**config.mk**
```make
export PLATFORM = sky130hd
export DESIGN_NAME = act_unit_arbiter
export DESIGN_NICKNAME = d
export VERILOG_FILES = /design/src/rtl/act_unit_arbiter.sv
export SDC_FILE = /design/constraint.sdc
export NUM_CORES = 1
export LEC_CHECK = 0
export CORE_UTILIZATION = 43
export DETAILED_ROUTE_END_ITERATION = 12
export PLACE_DENSITY = 0.9
export SYNTH_ARGS = -nofsm -noshare
export SYNTH_HDL_FRONTEND = slang
export SYNTH_SLANG_ARGS = --single-unit
```
**constraint.sdc**
```tcl
create_clock -name clk -period 6.4 [get_ports clk]
set_input_delay 1.92 -clock clk [delete_from_list [all_inputs] [get_ports clk]]
set_output_delay 1.92 -clock clk [all_outputs]
set_load 0.1 [all_outputs]
```
**src/rtl/act_unit_arbiter.sv**
```systemverilog
// act_unit_arbiter: shares one serial hard-swish / hard-sigmoid activation unit
// between the expansion-path hswish stream (ch0) and the SE-excitation hsigmoid
// stream (ch1). Requests are granted round-robin and issued one per cycle. Each
// issued sample leaves its channel id in a tag FIFO. Each unit result pops the
// head tag and is routed back to the channel that issued it.
//
// Handshake: a request transfers in any cycle where reqN_valid && reqN_ready.
// reqN_ready is combinational and is never high while reqN_valid is low. Once
// raised, a valid stays high with stable data until the transfer completes.
// The act_* and rsp* sides have no backpressure: a valid is consumed in the
// cycle it is high.
module act_unit_arbiter #(
    parameter int DATA_WIDTH  = 16,
    parameter int ACT_LATENCY = 1,
    parameter int TAG_DEPTH   = 4
) (
    input  logic                           clk,
    input  logic                           rst,
    input  logic                           req0_valid,
    input  logic [DATA_WIDTH-1:0]          req0_data,
    output logic                           req0_ready,
    input  logic                           req1_valid,
    input  logic [DATA_WIDTH-1:0]          req1_data,
    output logic                           req1_ready,
    output logic                           act_in_valid,
    output logic [DATA_WIDTH-1:0]          act_in_data,
    input  logic                           act_out_valid,
    input  logic [DATA_WIDTH-1:0]          act_hsig,
    input  logic [DATA_WIDTH-1:0]          act_hswish,
    output logic                           rsp0_valid,
    output logic                           rsp1_valid,
    output logic [DATA_WIDTH-1:0]          rsp_hsig,
    output logic [DATA_WIDTH-1:0]          rsp_hswish,
    output logic [$clog2(TAG_DEPTH+1)-1:0] inflight,
    output logic                           err_orphan
);

    localparam int CW = $clog2(TAG_DEPTH + 1);
    localparam int PW = (TAG_DEPTH > 1) ? $clog2(TAG_DEPTH) : 1;

    // Without at least ACT_LATENCY+1 tag entries the pipe cannot stay full.
    if (TAG_DEPTH < ACT_LATENCY + 1) begin : g_depth_check
        $error("act_unit_arbiter: TAG_DEPTH must be >= ACT_LATENCY+1");
    end

    // Tag FIFO: one bit per entry, 0 = ch0, 1 = ch1.
    logic [TAG_DEPTH-1:0] tag_mem;
    logic [PW-1:0]        wr_ptr;
    logic [PW-1:0]        rd_ptr;
    logic [CW-1:0]        count;
    logic [CW-1:0]        count_next;
    logic                 last_grant;

    logic                  fifo_empty;
    logic                  fifo_full;
    logic                  pop_ok;
    logic                  can_issue;
    logic                  grant0;
    logic                  grant1;
    logic                  push;
    logic                  push_tag;
    logic                  pop;
    logic                  pop_tag;
    logic                  orphan;
    logic [DATA_WIDTH-1:0] issue_data;

    function automatic logic [PW-1:0] ptr_inc(input logic [PW-1:0] p);
        if (p == PW'(TAG_DEPTH - 1)) begin
            return '0;
        end
        return p + 1'b1;
    endfunction

    // Round-robin grant, FIFO push/pop decisions and the next occupancy.
    always_comb begin
        fifo_empty = (count == '0);
        fifo_full  = (count == CW'(TAG_DEPTH));
        pop_ok     = act_out_valid && !fifo_empty;
        // A pop in the same cycle frees the slot the push needs.
        can_issue  = !rst && (!fifo_full || pop_ok);
        // last_grant == 1 means ch1 went last, so ch0 has priority on a tie.
        grant0     = can_issue && req0_valid && (!req1_valid || last_grant);
        grant1     = can_issue && req1_valid && (!req0_valid || !last_grant);
        push       = grant0 || grant1;
        push_tag   = grant1;
        issue_data = grant1 ? req1_data : req0_data;
        // With an empty FIFO a result can only belong to a tag pushed this
        // same cycle; otherwise it is an orphan and is dropped.
        pop        = act_out_valid && (!fifo_empty || push);
        pop_tag    = fifo_empty ? push_tag : tag_mem[rd_ptr];
        orphan     = act_out_valid && fifo_empty && !push;
        count_next = count;
        if (push && !pop) begin
            count_next = count + 1'b1;
        end else if (pop && !push) begin
            count_next = count - 1'b1;
        end
    end

    assign req0_ready = grant0;
    assign req1_ready = grant1;
    assign inflight   = count;

    // Tag FIFO, arbitration history, issue register and response register.
    always_ff @(posedge clk) begin
        if (rst) begin
            tag_mem      <= '0;
            wr_ptr       <= '0;
            rd_ptr       <= '0;
            count        <= '0;
            last_grant   <= 1'b1;
            act_in_valid <= 1'b0;
            act_in_data  <= '0;
            rsp0_valid   <= 1'b0;
            rsp1_valid   <= 1'b0;
            rsp_hsig     <= '0;
            rsp_hswish   <= '0;
            err_orphan   <= 1'b0;
        end else begin
            if (push) begin
                tag_mem[wr_ptr] <= push_tag;
                wr_ptr          <= ptr_inc(wr_ptr);
                last_grant      <= push_tag;
                act_in_data     <= issue_data;
            end
            if (pop) begin
                rd_ptr     <= ptr_inc(rd_ptr);
                rsp_hsig   <= act_hsig;
                rsp_hswish <= act_hswish;
            end
            count        <= count_next;
            act_in_valid <= push;
            rsp0_valid   <= pop && !pop_tag;
            rsp1_valid   <= pop && pop_tag;
            if (orphan) begin
                err_orphan <= 1'b1;
            end
        end
    end

endmodule

```
==> results of run 1 <==
-- power by group through the flow --
stage / logic (mW) / clock network (mW) / registers (mW)
2_1_floorplan: 0.210 / 0 / 0.913
3_3_place_gp: 0.789 / 0 / 0.517
3_5_place_dp: 0.804 / 0 / 0.521
4_1_cts: 0.808 / 0.314 / 0.513
5_1_grt: 0.846 / 0.334 / 0.522
6_report: 0.804 / 0.307 / 0.513
-- cells by family (layout without fill, tap and decap cells) --
group,after synthesis,count (layout),synth area share
muxes,20,20,0.0824
buffers and inverters,27,149,0.0470
and+or+nand+nor,107,107,0.168
AOI/OAI and AO/OA,64,64,0.163
adders and majority gates,7,7,0.0368
xor gates and xnor gates,2,2,0.00678
DFF,64,64,0.496
-- tightest hold or removal path, cell delays in order (launching register included) --
cell	delay (ns)
dfxtp_1	0.31
nand2_1	0.05
a21oi_1	0.05
-- worst paths after layout --
kind | start | endpoint | slack (ns) | cells after the start
worst min register to register | rsp_hswish[4] | rsp_hswish[4] | 0.46 | 2
worst max register to register | inflight[0] | inflight[2] | 2.91 | 9
worst min-delay path | rsp_hswish[4] | rsp_hswish[4] | 0.46 | 2
worst max-delay path | req0_valid | req0_ready | 0.82 | 4
-- per-layer routing --
metal | vias to the layer above | share of wire | global-route usage
met2 | 105 | 0.49 | 0.379
met3 | 11 | 0.11 | 0.0937
met5 | - | 0 | 0
met1 | 1114 | 0.39 | 0.244
li1 | 1221 | - | -
met4 | 0 | 0.015 | 0.115
-- cell type report --
type,instances,area (sq um),area share
repair buffers,127,1270,0.315
multi-input cells,200,1190,0.295
inverters,8,30.0,0.00744
flip-flops and latches,64,1280,0.318
clock buffers,14,173,0.0428
well taps,72,90.1,0.0223
-- registers in the layout, indices dropped and copies added (netlist names) --
register / flops
tag_mem: 4
rd_ptr: 2
act_in_data: 16
rsp1_valid: 1
act_in_valid: 1
wr_ptr: 2
rsp0_valid: 1
last_grant: 1
inflight: 3
rsp_hsig: 16
rsp_hswish: 16
err_orphan: 1
-- cell usage after synthesis, drive strengths merged --
cell     number  share of area
fa            1         0.0078
ha            6          0.029
clkbuf       13          0.019
a31oi         1         0.0024
nor2         25          0.036
a32o          4          0.016
o21ba         1         0.0039
o21a          2         0.0058
a2111oi       2          0.015
or3           3         0.0073
mux4          1         0.0087
buf           6          0.016
nor3          4         0.0097
a21boi        1         0.0029
dfxtp        64           0.50
nor2b         1         0.0024
mux2i        19          0.074
xor2          2         0.0068
a211oi       16          0.047
nand2        73           0.11
o21ai         2         0.0039
nor4b         1         0.0058
inv           8          0.012
a21oi        35          0.068
==> impl_metrics.json, run 1 <==
{
  "p_per_area_mw_per_mm2": 403,
  "finalCritPeriodShare": 0.872,
  "cts.sinks": 64,
  "p_seq_frac": 0.316,
  "antenna_found_initial": 0,
  "cp_cell_sequence": "clkdlybuf4s50_1 > inv_1 > a2111oi_2 > buf_4",
  "max_freq_ghz": 0.179,
  "drc": 0,
  "numPlacedInstances": 471,
  "ys_ff_latch": 64,
  "dpl-instance-area_sq_mm": 0.00386,
  "num-fill-cells": 423,
  "cts_resized": 0,
  "slowest_stage": "a2111oi_2",
  "worstMarginPinSlew_ns": 1.21,
  "fin_nets": 486,
  "clock-root-buffer": "clkbuf_8",
  "coreArea_sq_mm": 0.00564,
  "hold_viol": 0,
  "grt_util_all_layers": 0.226,
  "synth_fp_nets": 367,
  "internal_power_mw": 0.845,
  "clk_pin_slew_ns": 0.06,
  "ant_nets": 0,
  "grt_max_degree": 37,
  "power_switching_mw": 0.779,
  "critPathTopFamily": "buffers and inverters",
  "gp_congestion": 0.768,
  "fp-row-count": 27,
  "fin_area_sq_mm": 0.00403,
  "p_leak_nw": 1.51,
  "ir_drop_uv": 295,
  "yosys_warnings": 0,
  "synth_area_sq_mm": 0.00258,
  "die_area_sq_mm": 0.00632,
  "p_clk_frac": 0.189,
  "startpoint_type": "input pin",
  "yosysSeqAreaShare": 0.496,
  "worst-path-buf-inv": 3,
  "rsz0062_at_grt": "no",
  "final_common_cell": "clkdlybuf4s50_1",
  "routed_wl_mm": 6.83,
  "dpl.hpwl_mm": 4.92,
  "hold_ws_ns": 0.456,
  "port_buffers": 125,
  "insertion_delay_ns": 0.34,
  "period_needed_ns": 5.58,
  "cts.htree.levels": 3,
  "ios": 126,
  "swShare": 0.479,
  "clk_path_buf_depth": 2,
  "fin_cells": 485,
  "slew_viol_final": 0,
  "syn_inst": 291,
  "drv_cap": 0,
  "finalPower_mw": 1.62,
  "clock_skew_ns": 0.00273,
  "drt_first_pass_iters": 4,
  "critical_path_class": "input pin to output pin",
  "cts_tree": "done",
  "vias_per_cell": 5.05,
  "drt-initial-drc-count": 77,
  "dieHeight_um": 79.5,
  "dp_slack_ns": 0.838,
  "cts_made_buffers": 9,
  "cts_setup_buffers": 0,
  "arrival_ns": 3.66,
  "drt-wirelength-per-cell_um": 14.1,
  "hold_buffers": 0,
  "initial_core_util": 0.458,
  "min_path_type": "flop to flop",
  "drive_gt1_frac": 0.0581,
  "grt_pass1_vias": 2318,
  "fin_ws_ns": 0.821,
  "grt_pass1_wl_mm": 10.7,
  "fin_util": 0.715,
  "critPathMaxStageDelay_ns": 0.67,
  "crit_path_end_kind": "output pin",
  "area_growth_pct": 56.2,
  "worst_ep_required_time_ns": 4.48,
  "status": "finished clean",
  "p_comb_frac": 0.495,
  "num_antenna_cells": 0,
  "num_vias": 2451,
  "setup_tns_ns": 0,
  "die_w_um": 79.5,
  "synth_cell_types": 28,
  "slew_headroom": 0.194,
  "final_cell_mix": "clkdlybuf4s50_1 (122), nand2_1 (73), dfxtp_1 (64), a21oi_1 (35), nor2_1 (25)",
  "avgSynthCellArea_sq_um": 8.87,
  "report.final.setup_viol": 0,
  "globalRouteOverflowTotal": 0,
  "crit_path_max_fanout": 6
}
Power figures use the tool's default switching activity.
==> inputs of run 2 (changes only) <==
CORE_MARGIN = 2   (was unset)
==> impl_metrics.json, run 2 (synthesis results as in run 1) <==
{
  "startpoint_type": "input pin",
  "period_needed_ns": 5.48,
  "min_path_type": "flop to flop",
  "slew_viol_final": 0,
  "insertion_delay_ns": 0.33,
  "coreArea_sq_mm": 0.00585,
  "final_common_cell": "clkdlybuf4s50_1",
  "grt_pass1_vias": 2340,
  "drv_cap": 0,
  "worst_ep_required_time_ns": 4.48,
  "dpl.hpwl_mm": 4.90,
  "cts_setup_buffers": 0,
  "drt_first_pass_iters": 4,
  "final_cell_mix": "clkdlybuf4s50_1 (122), nand2_1 (73), dfxtp_1 (64), a21oi_1 (35), nor2_1 (25)",
  "finalCritPeriodShare": 0.856,
  "grt_pass1_wl_mm": 10.6,
  "r2r-start": "inflight[0]",
  "worstMarginPinSlew_ns": 1.15,
  "initial_core_util": 0.441,
  "hold_viol": 0,
  "cts.sinks": 64,
  "ant_nets": 0,
  "ir_drop_uv": 238,
  "gp_congestion": 0.731,
  "hold_buffers": 0,
  "drt-initial-drc-count": 101,
  "vias_per_cell": 5.07,
  "clock-root-buffer": "clkbuf_8",
  "cp-startpoint": "req0_valid",
  "p_per_area_mw_per_mm2": 408,
  "largestRegisters": "act_in_data (16), rsp_hsig (16), rsp_hswish (16)",
  "clock_skew_ns": 0.00919,
  "worst-r2r-cell-count": 10,
  "critical_path_class": "input pin to output pin",
  "drc": 0,
  "die_area_sq_mm": 0.00664,
  "cts.htree.levels": 3,
  "r2r_slack_ns": 3.25,
  "port_buffers": 125,
  "max_freq_ghz": 0.183,
  "fin_util": 0.696,
  "area_growth_pct": 57.7,
  "crit_path_end_kind": "output pin",
  "ios": 126,
  "report.final.setup_viol": 0,
  "drt-wirelength-per-cell_um": 13.8,
  "grt_max_degree": 61,
  "grt_util_all_layers": 0.208,
  "routed_wl_mm": 6.77,
  "drive_gt1_frac": 0.0649,
  "p_leak_nw": 1.53,
  "dpl-instance-area_sq_mm": 0.00387,
  "arrival_ns": 3.56,
  "cts_made_buffers": 9,
  "r2r_end": "inflight[2]",
  "antenna_found_initial": 0,
  "globalRouteOverflowTotal": 0,
  "dieHeight_um": 81.5,
  "num_vias": 2491,
  "clk_pin_slew_ns": 0.06,
  "setup_tns_ns": 0,
  "worstSetupEndpoint": "req0_ready",
  "fin_nets": 487,
  "cts_tree": "done",
  "fin_area_sq_mm": 0.00407,
  "crit_path_max_fanout": 6,
  "cts_resized": 0,
  "fp-row-count": 28,
  "status": "finished clean",
  "die_w_um": 81.5,
  "slew_headroom": 0.233,
  "clk_path_buf_depth": 2,
  "rsz0062_at_grt": "no",
  "num_antenna_cells": 0
}
-- run 2: area by class of cell --
class / count / area [sq um]
clock buffer: 13 / 159
clock inverter: 3 / 40.0
fill: 460 / 1780
sequential: 64 / 1280
multi-input combinational: 200 / 1190
inverter: 8 / 30.0
tap: 75 / 93.8
timing repair buffer: 128 / 1280
-- run 2: where the power goes --
part           internal, mW  leakage [nW]  switching, mW  total (mW)
clock network         0.200         0.103          0.144       0.345
logic                 0.216         0.895          0.593       0.809
registers             0.462         0.527         0.0471       0.509
total                 0.878          1.53          0.784        1.66
-- run 2: worst min path at each step --
stage	slack (ns)	to	start	cells past startpoint
final	0.45	rsp_hswish[11]	rsp_hswish[11]	2
after global routing	0.48	rsp_hswish[9]	rsp_hswish[9]	2
after CTS	0.45	rsp_hswish[11]	rsp_hswish[11]	2
after detailed placement	0.45	rsp_hswish[11]	rsp_hswish[11]	2
after global placement	0.44	rsp_hswish[14]	rsp_hswish[14]	2
after floorplan	0.46	rd_ptr[1]	rd_ptr[1]	2
-- run 2: metrics by stage --
stage | total power, mW | cells | setup WS (ns) | hold slack, ns
finish | 1.66 | 491 | 0.921 | 0.452
global route | 1.74 | 491 | 0.800 | 0.478
CTS | 1.67 | 491 | 0.900 | 0.455
detailed placement | 1.33 | 475 | 0.905 | 0.449
global placement | 1.31 | 475 | 0.952 | 0.440
floorplan | 1.12 | 291 | 0.335 | 0.458
-- run 2: layer usage --
metal,wire [um],global-route usage,share of wire,up-vias
met5,0,0,0,-
met4,76,0.0915,0.011,0
met3,954,0.0945,0.14,6
met2,3150,0.341,0.47,123
met1,2590,0.232,0.38,1128
li1,-,-,-,1234
-- run 2: critical path, stage by stage --
cell             delay (ns)
clkdlybuf4s50_1        0.58
inv_1                  0.08
a2111oi_2              0.59
buf_4                  0.40
